$ cat src/rtl/mem16_pkg.sv
// rtl/mem16_pkg.sv - shared types and constants for the 16-bit to 8-bit memory sequencer
package mem16_pkg;

    localparam int ASZ = 17;
    localparam bit BIG_ENDIAN = 1'b1;

    typedef logic [ASZ-1:0] baddr_t;

    typedef enum logic [1:0] {
        IDLE = 2'd0,
        B0   = 2'd1,
        B1   = 2'd2,
        RD   = 2'd3
    } state_t;

endpackage

$ cat src/rtl/mem16_seq.sv
// rtl/mem16_seq.sv - splits 16-bit core accesses into two big-endian byte cycles on an 8-bit SRAM
module mem16_seq #(
    parameter int ASZ = 17,
    parameter int DSZ = 16
) (
    input  logic           clk,
    input  logic           rst,
    input  logic           req,
    input  logic           wr,
    input  logic           bsel,
    input  logic [ASZ-1:0] addr,
    input  logic [DSZ-1:0] wdata,
    output logic           rdy,
    output logic           ack,
    output logic [DSZ-1:0] rdata,
    output logic [ASZ-1:0] ai,
    output logic [7:0]     vi,
    output logic           we,
    input  logic [7:0]     vo
);
    import mem16_pkg::*;

    state_t         state, state_n;
    logic           wr_q, bsel_q, ack_q;
    logic [ASZ-1:0] addr_q, ai_q;
    logic [DSZ-1:0] wdata_q, rdata_q;
    logic [7:0]     vi_q, hi_q;
    logic [7:0]     first_byte, second_byte;

    assign first_byte  = BIG_ENDIAN ? wdata_q[15:8] : wdata_q[7:0];
    assign second_byte = BIG_ENDIAN ? wdata_q[7:0]  : wdata_q[15:8];

    assign rdy   = (state == IDLE);
    assign ack   = ack_q;
    assign rdata = rdata_q;

    // ai/vi hold their previous values outside B0/B1, so they come from the *_q copies
    always_comb begin
        state_n = state;
        ai      = ai_q;
        vi      = vi_q;
        we      = 1'b0;
        case (state)
            IDLE: begin
                if (req) state_n = B0;
            end
            B0: begin
                ai = addr_q;
                if (wr_q) begin
                    we = 1'b1;
                    vi = bsel_q ? wdata_q[7:0] : first_byte;
                end
                if (!bsel_q)   state_n = B1;
                else if (wr_q) state_n = IDLE;
                else           state_n = RD;
            end
            B1: begin
                ai = addr_q + {{(ASZ-1){1'b0}}, 1'b1};
                if (wr_q) begin
                    we = 1'b1;
                    vi = second_byte;
                end
                state_n = wr_q ? IDLE : RD;
            end
            RD: begin
                state_n = IDLE;
            end
            default: state_n = IDLE;
        endcase
    end

    always_ff @(posedge clk or negedge rst) begin
        if (!rst) begin
            state   <= IDLE;
            wr_q    <= 1'b0;
            bsel_q  <= 1'b0;
            addr_q  <= '0;
            wdata_q <= '0;
            ai_q    <= '0;
            vi_q    <= '0;
            hi_q    <= '0;
            rdata_q <= '0;
            ack_q   <= 1'b0;
        end else begin
            state <= state_n;
            ai_q  <= ai;
            vi_q  <= vi;
            ack_q <= (state != IDLE) && (state_n == IDLE);
            if (state == IDLE && req) begin
                wr_q    <= wr;
                bsel_q  <= bsel;
                addr_q  <= addr;
                wdata_q <= wdata;
            end
            // vo in B1 is the SRAM's answer to the B0 address
            if (state == B1 && !wr_q) hi_q <= vo;
            if (state == RD) rdata_q <= bsel_q ? {8'h00, vo} : {hi_q, vo};
        end
    end

endmodule

$ cat config.mk
export PLATFORM = sky130hd
export DESIGN_NAME = mem16_seq
export DESIGN_NICKNAME = d
export VERILOG_FILES = /design/src/rtl/mem16_pkg.sv /design/src/rtl/mem16_seq.sv
export SDC_FILE = /design/constraint.sdc
export NUM_CORES = 1
export LEC_CHECK = 0
export BUFFER_PORTS_ARGS = -buffer_cell sky130_fd_sc_hd__buf_2
export CAP_MARGIN = 20
export CORE_AREA = 3 3 104 106
export DETAILED_ROUTE_END_ITERATION = 8
export DIE_AREA = 0 0 107 109
export PLACE_DENSITY = 0.62
export SETUP_SLACK_MARGIN = 0.05
export SYNTH_ARGS = -nofsm -noshare
export SYNTH_HDL_FRONTEND = slang
export SYNTH_SLANG_ARGS = --single-unit
$ cat constraint.sdc
create_clock -name clk -period 3.25 [get_ports clk]
set_clock_uncertainty 0.05 [all_clocks]
set_input_delay 0.975 -clock clk [delete_from_list [all_inputs] [get_ports clk]]
set_output_delay 0.975 -clock clk [all_outputs]
set_load 0.05 [all_outputs]
==> run_results.csv <==
group,metric,value,unit
status,status,"completed",
finish,seq_area,0.00218,mm2
die,die_h,109,um
timing,min_period_over_period,0.965,
die,rows,36,
cts,clk_pin_slew,0.09,ns
synthesis,yosysWarnings,0,
routing,wl_per_cell,16.3,um
finish,diodes,0,
setup_path,path_delay_family,"simple AND/OR/NAND/NOR gates",
synthesis,syn_nets,394,
grt,gr-usage-met3,0.0290,
setup_path,critPathSlowestCell,"dfrtp_1",
cts,cts_buffer_depth,2,
synthesis,synthFlopType,"dfrtp_1",
routing,routed_wl,9420,um
timing,setup_viol_count_final,0,
timing,setup_tns,0,ns
routing,drc,0,
setup_path,worst-path-buf-inv,2,
finish,multiInputGateArea,0.00177,mm2
grt,met1_usage,0.220,
timing,slew_headroom,0.456,
grt,grt_max_degree,52,
synthesis,synth-edff-count,0,
grt,grt_pass1_vias,2970,
placement,placed_cells,552,
routing,drt-vias-per-instance,5.06,
setup_path,path_max_fanout,5,
cts,holdBufCountCts,0,
routing,postRouteAntennaNets,0,
synthesis,synth-seq-cells,87,
setup_path,end_kind,"primary output",
setup_path,crit_required,2.22,ns
die,io_pins,90,
placement,gp_congestion,0.754,
synthesis,yosysMostFrequentCell,"dfrtp_1",
synthesis,synth_area_leader_cell,"dfrtp_1",
finish,final_cells,578,
finish,fillers,901,
placement,portBuffers,89,
die,die-area,0.0117,mm2
placement,post-dp-hpwl,6260,um
die,core_area,0.00986,mm2
timing,period_needed,3.14,ns
finish,final_nets,491,
setup_path,critPathArrivalTime,2.11,ns
die,die_x,107,um
cts,cts_tree,"yes",
timing,worst_pin_slew,0.816,ns
setup_path,path_cells,"nand4_1 -> buf_4 -> or3_1 -> o311ai_2 -> buf_4",
grt,grt_overflow,0,
timing,maxSlewViolCount,0,
die,start_util,0.403,
synthesis,netlist_area,0.00398,mm2
synthesis,yosysUniqueCellTypes,41,
synthesis,synthCells,343,
synthesis,ys_async_sr_fraction,1.00,
synthesis,synth.area.top_cells,"dfrtp_1 55%, mux2_2 17%, o21ai_0 3.3%, nand2_1 2.4%, nand3b_1 2.1%",
routing,drt_iter0_drc,163,
run,drv_cap,0,
timing,fmax,319,MHz
grt,grt-busiest-layer,"met2",
cts,h-tree-depth,3,
setup_path,critPathLaunchType,"flip-flop",
synthesis,synth_top_cell_area_share,0.547,
setup_path,crit_top_cell,"buf_4",
hold_path,min_path_type,"flip-flop to flip-flop",
setup_path,critPathKind,"flip-flop to primary output",
synthesis,yosys-top-cells-count,"87 x dfrtp_1, 59 x mux2_2, 26 x o21ai_0",
grt,grt_pass1_wl,15000,um
grt,grtUsageTotal,0.164,
cts,clockRootBuffer,"clkbuf_8",
setup_path,max_stage_delay,0.40,ns
finish,areaGrowthSynthToFinish,30.9,%
grt,antenna_found_initial,0,
timing,hold_viol,0,
synthesis,seq_area_frac_synth,0.547,
cts,cts_made_buffers,9,
timing,rsz0062_at_grt,"true",
routing,first_pass_iters,4,
synthesis,syn_area_per_cell,11.6,um2
grt,grt_use_met2,0.267,
cts,cts_sinks,87,
finish,drive_gt1_frac,0.483,
cts,clkLatencyLatePin,0.36,ns
routing,num_vias,2924,
[final timing paths]
check / end / cells after the start / slack (ns) / start
max reg2reg: addr_q[1] / 5 / 1.33 / state[1]
min in group asynchronous: rdata[5] / 1 / 0.51 / rst
min: vi_q[6] / 2 / 0.45 / vi_q[6]
max: ai[8] / 5 / 0.11 / addr_q[6]
max in group asynchronous: addr_q[7] / 2 / 1.95 / rst
min reg2reg: vi_q[6] / 2 / 0.45 / vi_q[6]
[stage by stage]
stage	hold slack, ns	worst slack (ns)	utilization	cell area [um2]
after CTS	0.460	0.0145	0.505	4980
after global routing	0.469	0.0340	0.528	5200
after global placement	0.431	0.261	0.470	4640
after detailed placement	0.438	0.209	0.470	4640
final	0.453	0.114	0.528	5200
after floorplan	0.424	0.0516	-	4010
[worst reg2reg max path: cells and delay by family, from the launching register on]
family        cells  cell delay, ns
fa+ha+maj         1            0.19
buf+inv           2            0.35
simple gates      1            0.40
mux               1            0.37
flops             1            0.45
[layout make-up]
| cell class | instances | share of cell area |
|---|---|---|
| clock buffers | 9 | 0.0238 |
| clock inverters | 7 | 0.0274 |
| inverters | 17 | 0.0127 |
| multi-input cells | 218 | 0.341 |
| flip-flops and latches | 87 | 0.420 |
| well taps | 133 | 0.0320 |
| repair buffers | 107 | 0.144 |
[sequential cells by signal (all words and copies together), names as in the netlist]
name	count
bsel_q	1
vi_q	8
ai_q	17
ack	1
state	2
addr_q	17
hi_q	8
wr_q	1
wdata_q	16
rdata	16
[cells in the final DEF, fill, tap and decap left out, types with 3 or more instances in the layout]
master,n
nand4_1,5
nand3b_1,11
dfrtp_1,81
buf_2,68
or4_1,4
mux2_2,59
nand2_1,23
nor3_1,3
a31oi_2,4
a22oi_1,9
clkbuf_8,9
nand3_1,4
a31oi_1,3
nor2_1,13
o21ai_1,12
buf_4,23
a21oi_1,9
bufinv_16,4
nor4_2,4
ha_4,4
inv_1,14
xnor2_1,3
dfrtp_2,6
o21a_1,3
buf_6,8
buf_12,4
o21ai_0,17
[metal layers]
layer | vias to the layer above | share of wire
met4 | 0 | 0.016
met1 | 1431 | 0.47
met5 | - | 0
li1 | 1417 | -
met2 | 63 | 0.48
met3 | 13 | 0.033
[cells by family (layout without fill, tap and decap cells)]
| kind of cell | after synthesis | after routing | share of synthesized area |
|---|---|---|---|
| xor+xnor | 3 | 3 | 0.00661 |
| mux | 61 | 61 | 0.172 |
| compound gates | 70 | 70 | 0.109 |
| flops | 87 | 87 | 0.547 |
| simple gates | 79 | 79 | 0.113 |
| fa+ha+maj | 5 | 5 | 0.0157 |
| buf+inv | 38 | 140 | 0.0371 |
[repair_timing]
action                                  in CTS  in global routing
endpoints found under the setup margin      23                 24
buffers inserted                             3                  5
cloned                                       0                  2
resized for setup                           20                 42
pin swaps                                    1                  6
hold endpoints to repair                     0                  0
Power is not shown: default switching activity piles up to over one toggle a cycle in this logic, so the estimate is an artifact.
